`src/rtl/mips_pkg.sv`:
```
// Shared constants and types for the register-file write path.
package mips_pkg;

    localparam int DATA_W   = 32;
    localparam int ADDR_W   = 5;
    localparam int NUM_REGS = 32;

    typedef enum logic {CLEAR, RUN} rf_wr_state_t;

    typedef logic [ADDR_W-1:0] reg_addr_t;

endpackage

```
`src/rtl/rr_arbiter2.sv`:
```
// Two-way round-robin arbiter: one-hot grant, pointer moves only on accepted grants.
module rr_arbiter2 (
    input  logic       i_clk,
    input  logic       i_rst,
    input  logic       i_en,
    input  logic [1:0] i_req,
    input  logic       i_accept,
    output logic [1:0] o_grant
);

    // last_grant = 1 means requester 1 won most recently; reset value favours requester 0
    logic last_grant;

    always_comb begin
        o_grant = 2'b00;
        if (i_en) begin
            case (i_req)
                2'b01:   o_grant = 2'b01;
                2'b10:   o_grant = 2'b10;
                2'b11:   o_grant = last_grant ? 2'b01 : 2'b10;
                default: o_grant = 2'b00;
            endcase
        end
    end

    always_ff @(posedge i_clk) begin
        if (i_rst) begin
            last_grant <= 1'b1;
        end else if (i_accept) begin
            last_grant <= o_grant[1];
        end
    end

endmodule

```
`src/rtl/rf_write_arbiter.sv`:
```
// Register-file write-port sequencer: clears all registers after reset, then
// round-robin shares the single write port between two writeback requesters.
module rf_write_arbiter
    import mips_pkg::*;
#(
    parameter int DATA_W   = mips_pkg::DATA_W,
    parameter int ADDR_W   = mips_pkg::ADDR_W,
    parameter int NUM_REGS = mips_pkg::NUM_REGS
) (
    input  logic              i_clk,
    input  logic              i_rst,
    input  logic              i_req0_valid,
    input  logic [ADDR_W-1:0] i_req0_addr,
    input  logic [DATA_W-1:0] i_req0_data,
    output logic              o_req0_ready,
    input  logic              i_req1_valid,
    input  logic [ADDR_W-1:0] i_req1_addr,
    input  logic [DATA_W-1:0] i_req1_data,
    output logic              o_req1_ready,
    output logic [ADDR_W-1:0] o_A3,
    output logic [DATA_W-1:0] o_WD3,
    output logic              o_WE3,
    output logic              o_clear_done,
    output rf_wr_state_t      o_state
);

    // Handshake: a write transfers in any cycle where reqN_valid && reqN_ready;
    // ready is combinational from valids, state and pointer (never from itself),
    // and the requester holds addr/data until it sees ready.

    localparam logic [ADDR_W-1:0] LAST_ADDR = ADDR_W'(NUM_REGS - 1);

    rf_wr_state_t      state;
    rf_wr_state_t      state_nxt;
    logic [ADDR_W-1:0] clr_cnt;
    logic [1:0]        grant;
    logic              arb_en;
    logic              accept;

    assign o_state = state;

    always_comb begin
        state_nxt = state;
        if (state == CLEAR && clr_cnt == LAST_ADDR) begin
            state_nxt = RUN;
        end
    end

    always_ff @(posedge i_clk) begin
        if (i_rst) begin
            state <= CLEAR;
        end else begin
            state <= state_nxt;
        end
    end

    // The first RUN cycle still presents the final clear write, so grants wait for clear_done.
    assign arb_en = (state == RUN) && o_clear_done;
    assign accept = |grant;

    rr_arbiter2 u_arb (
        .i_clk    (i_clk),
        .i_rst    (i_rst),
        .i_en     (arb_en),
        .i_req    ({i_req1_valid, i_req0_valid}),
        .i_accept (accept),
        .o_grant  (grant)
    );

    assign o_req0_ready = grant[0];
    assign o_req1_ready = grant[1];

    always_ff @(posedge i_clk) begin
        if (i_rst) begin
            clr_cnt      <= '0;
            o_WE3        <= 1'b0;
            o_A3         <= '0;
            o_WD3        <= '0;
            o_clear_done <= 1'b0;
        end else begin
            o_clear_done <= (state == RUN);
            if (state == CLEAR) begin
                o_WE3   <= 1'b1;
                o_A3    <= clr_cnt;
                o_WD3   <= '0;
                clr_cnt <= clr_cnt + 1'b1;
            end else if (grant[0]) begin
                // $zero writes are accepted but never enabled
                o_WE3 <= (i_req0_addr != '0);
                o_A3  <= i_req0_addr;
                o_WD3 <= i_req0_data;
            end else if (grant[1]) begin
                o_WE3 <= (i_req1_addr != '0);
                o_A3  <= i_req1_addr;
                o_WD3 <= i_req1_data;
            end else begin
                o_WE3 <= 1'b0;
            end
        end
    end

endmodule
```
`config.mk`:
```
export PLATFORM = sky130hd
export DESIGN_NAME = rf_write_arbiter
export DESIGN_NICKNAME = d
export VERILOG_FILES = /design/src/rtl/mips_pkg.sv /design/src/rtl/rr_arbiter2.sv /design/src/rtl/rf_write_arbiter.sv
export SDC_FILE = /design/constraint.sdc
export NUM_CORES = 1
export LEC_CHECK = 0
export BUFFER_PORTS_ARGS = -buffer_cell sky130_fd_sc_hd__buf_2
export CORE_ASPECT_RATIO = 1.75
export CORE_MARGIN = 2
export CORE_UTILIZATION = 40
export CTS_CLUSTER_SIZE = 25
export DETAILED_ROUTE_END_ITERATION = 8
export PLACE_DENSITY = 0.75
export SLEW_MARGIN = 20
export SYNTH_ARGS = -nofsm -noshare
export SYNTH_HDL_FRONTEND = slang
export SYNTH_SLANG_ARGS = --single-unit
```
`constraint.sdc`:
```
create_clock -name i_clk -period 2.8 [get_ports i_clk]
set_input_delay 0.28 -clock i_clk [delete_from_list [all_inputs] [get_ports i_clk]]
set_output_delay 0.28 -clock i_clk [all_outputs]
set_load 0.02 [all_outputs]
```
==> flow_metrics.py, run 1 <==
metrics = {
    "drt": {
        "wl_met1_um": 2210,
        "drc": 0,
        "vias": 2252,
        "ant_nets": 0,
        "highest_layer": "met4",
        "wl_per_cell_um": 14.1,
        "route.met2.wl_um": 3400,
        "drt_pass1_iterations": 4,
        "wl_met3_um": 424,
        "finalWirelength_um": 6160,
        "drt_iter0_markers": 79,
        "viasPerCell": 5.17,
    },
    "pwr": {
        "p_leak_uw": 0.00130,
        "irDropWorstVdd_mv": 0.357,
        "p_per_area_mw_per_mm2": 432,
        "power.total_uw": 1260,
    },
    "sta": {
        "finalSetupViolCount": 0,
        "fin_skew_ns": 0.00523,
        "period_needed_ns": 2.11,
        "tightest_slew_ns": 0.958,
        "hold_violations": 0,
        "max_freq_mhz": 473,
        "tns_ns": 0,
        "finalCritPeriodShare_pct": 75.5,
        "relSlewSlack_pct": 36.1,
        "rsz0062_at_grt": "false",
        "drv_slew": 0,
    },
    "placement": {
        "place.detailed.hpwl_um": 4520,
        "gp_congestion": 0.791,
        "io_buffers": 119,
    },
    "global_route": {
        "grt_first_pass_wirelength_um": 9400,
        "globalRouteTotalUtil_pct": 19.9,
        "grt_max_degree": 37,
        "grt_antenna_before_repair": 0,
        "overflow": 0,
        "grt_pass1_vias": 2110,
    },
    "worst_setup_path": {
        "critPathLaunchType": "register",
        "max_stage_delay_ns": 0.58,
        "crit_type": "reg -> out",
        "reg2reg_slack_ns": 0.99,
        "required_ns": 2.52,
        "r2r_cells": 4,
        "r2r-start": "o_clear_done$_SDFF_PP0_",
        "crit_fanout": 36,
        "critPathBufInv": 2,
        "critPathCaptureType": "output port",
        "cp_top_family": "simple AND/OR/NAND/NOR gates",
        "worstPathCellList": "nand2_4, or3_1, inv_12, buf_2",
        "slowest_stage": "or3_1",
        "cp.arrival_ns": 1.83,
        "r2r-end": "u_arb.last_grant$_SDFFE_PP1P_",
    },
    "cts": {
        "cts_buffer_depth": 2,
        "hold_buffers": 0,
        "cts_setup_buffers": 0,
        "cts_resized": 0,
        "clk_latency_ns": 0.29,
        "cts_tree": "built",
        "numCtsBuffers": 5,
        "cts.sinks": 46,
        "clk_pin_slew_ns": 0.08,
        "cts_htree_levels": 2,
        "cts-root-buf": "clkbuf_8",
    },
    "floorplanning": {
        "io_pins": 120,
        "die_area_mm2": 0.00619,
        "core_area_mm2": 0.00530,
        "die_h_um": 103,
        "rows": 35,
        "initial_utilization_pct": 42.0,
        "die_w_um": 60.4,
    },
    "min_path": {
        "worstHoldPathCells": 3,
        "hp-class": "in -> reg",
        "hold_path_end": "o_A3[2]$_SDFFE_PP0P_",
        "worstHoldStart": "i_req1_addr[2]",
    },
    "layout": {
        "antennaDiodeCount": 0,
        "layout_common_cells": "119 x buf_2, 70 x nor2_1, 46 x dfxtp_1",
        "drive_gt1_share_pct": 45.0,
        "syn_to_final_growth_pct": 31.3,
        "final_common_cell": "buf_2",
        "layout.nets": 442,
    },
    "yosys": {
        "yosysUniqueCellTypes": 35,
        "synth_area_mm2": 0.00222,
        "syn-num-nets": 331,
        "yosys_warnings": 0,
        "ys_seq_elements": 46,
        "syn_inst": 251,
        "yosysSeqAreaShare_pct": 41.4,
        "synth_area_per_cell_um2": 8.86,
    },
    "job": {
        "drv_cap": 0,
    },
    "status": {
        "outcome": "complete, no violations",
    },
}
==> worst max path at each step <==
stage	from	endpoint	slack, ns	depth (start not counted)
CTS	o_clear_done$_SDFF_PP0_	o_req0_ready	0.67	4
global placement	i_req1_valid	u_arb.last_grant$_SDFFE_PP1P_	0.97	5
global route	o_clear_done$_SDFF_PP0_	o_req0_ready	0.61	4
floorplan	o_state$_SDFFE_PP0P_	o_WE3$_SDFF_PP0_	0.97	5
finish	o_clear_done$_SDFF_PP0_	o_req0_ready	0.69	4
detailed placement	i_req0_valid	u_arb.last_grant$_SDFFE_PP1P_	0.95	5
==> metrics by stage <==
stage          hold slack [ns]  util (%)  cell area [um^2]  std cells  setup WS (ns)
2_1_floorplan            0.374         -              2220        251          0.971
3_3_place_gp             0.486      53.0              2810        429          0.971
3_5_place_dp             0.490      53.0              2810        429          0.954
4_1_cts                  0.251      55.1              2920        436          0.672
5_1_grt                  0.256      55.1              2920        436          0.606
6_report                 0.264      55.1              2920        436          0.686
==> power breakdown <==
| part | total (uW) | leakage, uW | internal (uW) | switching [uW] |
|---|---|---|---|---|
| clock network | 506 | 0.0000573 | 286 | 220 |
| registers | 666 | 0.000372 | 660 | 5.22 |
| logic | 90.1 | 0.000871 | 51.4 | 38.7 |
| total | 1260 | 0.00130 | 998 | 264 |
==> final cells by class <==
type	count	area [um^2]
multi-input combinational	181	1130
fill	516	2380
sequential	46	921
timing repair buffer	124	633
inverter	4	27.5
clock inverter	1	30.0
clock buffer	6	82.6
tap	74	92.6
==> synthesized netlist by cell type, drive strengths merged <==
master | number | share of area (%)
a211o | 1 | 0.39
a211oi | 1 | 0.34
a21oi | 5 | 1.1
a31oi | 4 | 1.1
a32oi | 2 | 0.79
and3 | 1 | 0.28
buf | 10 | 4.8
clkbuf | 10 | 1.9
dfxtp | 46 | 41
ha | 2 | 1.1
inv | 4 | 1.2
mux2i | 5 | 2.3
nand2 | 1 | 0.51
nand2b | 1 | 0.28
nand3 | 1 | 0.22
nor2 | 70 | 12
nor2b | 8 | 2.3
nor3 | 33 | 7.4
nor4 | 32 | 17
o211ai | 1 | 0.34
o21ai | 4 | 0.90
o22ai | 3 | 0.84
or2 | 1 | 0.28
or3 | 1 | 0.28
or4 | 2 | 0.68
xnor2 | 1 | 0.39
xor2 | 1 | 0.39
==> state kept, by name, indices dropped and copies added (netlist names) <==
signal,flops
o_WD3,32
clr_cnt,5
o_A3,5
o_WE3,1
o_clear_done,1
o_state,1
u_arb.last_grant,1
==> worst min-delay path, cell delays in order <==
cell     delay [ns]
buf_2          0.08
a32oi_1        0.05
a21oi_1        0.11
==> kinds of logic (layout without fill, tap and decap cells) <==
family | Yosys count | in the layout | share of synthesized area, %
AOI/OAI and AO/OA | 21 | 21 | 5.85
xor gates and xnor gates | 2 | 2 | 0.788
adders and majority gates | 2 | 2 | 1.13
buffers and inverters | 24 | 135 | 7.94
DFF | 46 | 46 | 41.4
muxes | 5 | 5 | 2.25
and+or+nand+nor | 151 | 151 | 40.6
==> per-layer routing <==
layer  vias up  track usage (%)
met5         -                0
met2        97             38.4
met3        11             4.02
met4         0             7.52
met1      1043             20.0
li1       1101                -
Note: power is estimated with default switching activity, not from simulation.
==> run 2: changes to the inputs <==
PLACE_DENSITY = 0.78   (was 0.75)
clock period = 1.8 ns   (was 2.8 ns; I/O delays follow)
==> flow_metrics.py, run 2 (same netlist as run 1, synthesis figures left out) <==
metrics = {
    "worst_setup_path": {
        "cp.arrival_ns": 1.53,
        "required_ns": 1.62,
        "critPathLaunchType": "register",
        "crit_fanout": 18,
        "critPathBufInv": 2,
        "worstPathCellList": "nand2_4, or3_4, inv_12, buf_2",
        "critPathCaptureType": "output port",
        "slowest_stage": "or3_4",
        "max_stage_delay_ns": 0.46,
        "crit_type": "reg -> out",
        "cp_top_family": "simple AND/OR/NAND/NOR gates",
    },
    "min_path": {
        "hp-class": "in -> reg",
    },
    "sta": {
        "tightest_slew_ns": 0.722,
        "rsz0062_at_grt": "false",
        "finalCritPeriodShare_pct": 95.0,
        "hold_violations": 0,
        "period_needed_ns": 1.71,
        "relSlewSlack_pct": 51.4,
        "fin_skew_ns": 0.00515,
        "finalSetupViolCount": 0,
        "drv_slew": 0,
        "tns_ns": 0,
        "hold_ws_ns": 0.170,
        "max_freq_mhz": 585,
    },
    "cts": {
        "cts-root-buf": "clkbuf_8",
        "clk_pin_slew_ns": 0.08,
        "cts_htree_levels": 2,
        "clk_latency_ns": 0.29,
        "cts_tree": "built",
        "numCtsBuffers": 5,
        "cts.sinks": 46,
        "cts_buffer_depth": 2,
    },
    "drt": {
        "ant_nets": 0,
        "drc": 0,
        "drt_iter0_markers": 62,
        "viasPerCell": 5.26,
        "wl_per_cell_um": 14.6,
        "vias": 2327,
        "finalWirelength_um": 6460,
        "drt_pass1_iterations": 4,
    },
    "floorplanning": {
        "die_area_mm2": 0.00619,
        "io_pins": 120,
        "rows": 35,
        "die_w_um": 60.4,
        "die_h_um": 103,
        "core_area_mm2": 0.00530,
        "initial_utilization_pct": 42.0,
    },
    "pwr": {
        "irDropWorstVdd_mv": 0.402,
        "seq_power_share_pct": 58.6,
        "p_per_area_mw_per_mm2": 600,
        "intPower_uw": 1380,
        "p_sw_uw": 390,
        "p_leak_uw": 0.00131,
        "swShare_pct": 22.1,
        "combPwrFrac_pct": 8.0,
        "pwr-share-clk_pct": 33.4,
    },
    "global_route": {
        "grt_pass1_vias": 2315,
        "globalRouteTotalUtil_pct": 20.6,
        "overflow": 0,
        "grt_antenna_before_repair": 0,
        "grt_max_degree": 37,
        "grt_first_pass_wirelength_um": 9750,
    },
    "layout": {
        "postLayoutCellArea_mm2": 0.00294,
        "syn_to_final_growth_pct": 32.2,
        "drive_gt1_share_pct": 46.2,
        "largest_reg_flops": 32,
        "final_common_cell": "buf_2",
        "layout.nets": 448,
        "top_register": "o_WD3",
        "layout_common_cells": "119 x buf_2, 70 x nor2_1, 45 x dfxtp_1",
        "reg.largest.list": "o_WD3: 32 flops, clr_cnt: 5 flops, o_A3: 5 flops",
        "antennaDiodeCount": 0,
    },
    "placement": {
        "dpl_cell_area_mm2": 0.00285,
        "place.detailed.hpwl_um": 4710,
        "io_buffers": 119,
        "gp_congestion": 0.825,
    },
    "status": {
        "outcome": "complete, no violations",
    },
    "job": {
        "drv_cap": 0,
    },
}
==> run 2: cell type report <==
type                            count  area [um^2]
Clock buffer                        7         76.3
Multi-Input combinational cell    181         1140
Inverter                            4         27.5
Tap cell                           74         92.6
Sequential cell                    46          922
Timing Repair inverter              1         8.76
Fill cell                         500         2360
Timing Repair Buffer              129          671
==> run 2: final timing paths <==
check                        startpoint                            end  slack [ns]  cells past startpoint
hold / removal          i_req0_data[10]         o_WD3[10]$_SDFFE_PP0P_        0.17                      3
setup reg to reg   o_state$_SDFFE_PP0P_  u_arb.last_grant$_SDFFE_PP1P_        0.29                      4
setup / recovery   o_state$_SDFFE_PP0P_                   o_req0_ready        0.09                      4
hold reg to reg   o_WD3[9]$_SDFFE_PP0P_          o_WD3[9]$_SDFFE_PP0P_        0.50                      2
==> run 2: worst min-delay path: cells and delay by family <==
kind	cells	cell delay, ns
buf+inv	1	0.10
simple gates	2	0.14
==> run 2: per-stage QoR <==
stage / instances / total power, uW / setup WS, ns / utilization (%)
after global routing: 442 / 1840 / 0.0178 / 55.5
final: 442 / 1770 / 0.0897 / 55.5
after detailed placement: 434 / 1200 / 0.188 / 53.8
after global placement: 434 / 1200 / 0.217 / 53.8
after floorplan: 251 / 1100 / 0.0921 / -
after CTS: 441 / 1780 / 0.0263 / 55.3
==> run 2: timing repair <==
item,CTS,global route
gates resized for setup,1,1
endpoints found under the setup margin,1,1
cloned,0,1
buffers inserted,0,0
hold buffers,0,0
==> run 2: power groups by stage <==
stage / sequential (uW) / combinational (uW) / clock (uW)
after floorplan: 1060 / 32.0 / 0
after global placement: 1060 / 138 / 0
after detailed placement: 1060 / 139 / 0
after CTS: 1030 / 140 / 609
after global routing: 1040 / 153 / 647
final: 1030 / 141 / 589
==> run 2: routing by layer <==
layer | global-route usage [%] | wire, um | vias up
met5 | 0 | 0 | -
met4 | 13.3 | 295 | 0
met3 | 4.27 | 382 | 24
met2 | 37.1 | 3430 | 101
met1 | 20.6 | 2360 | 1088
li1 | - | - | 1114
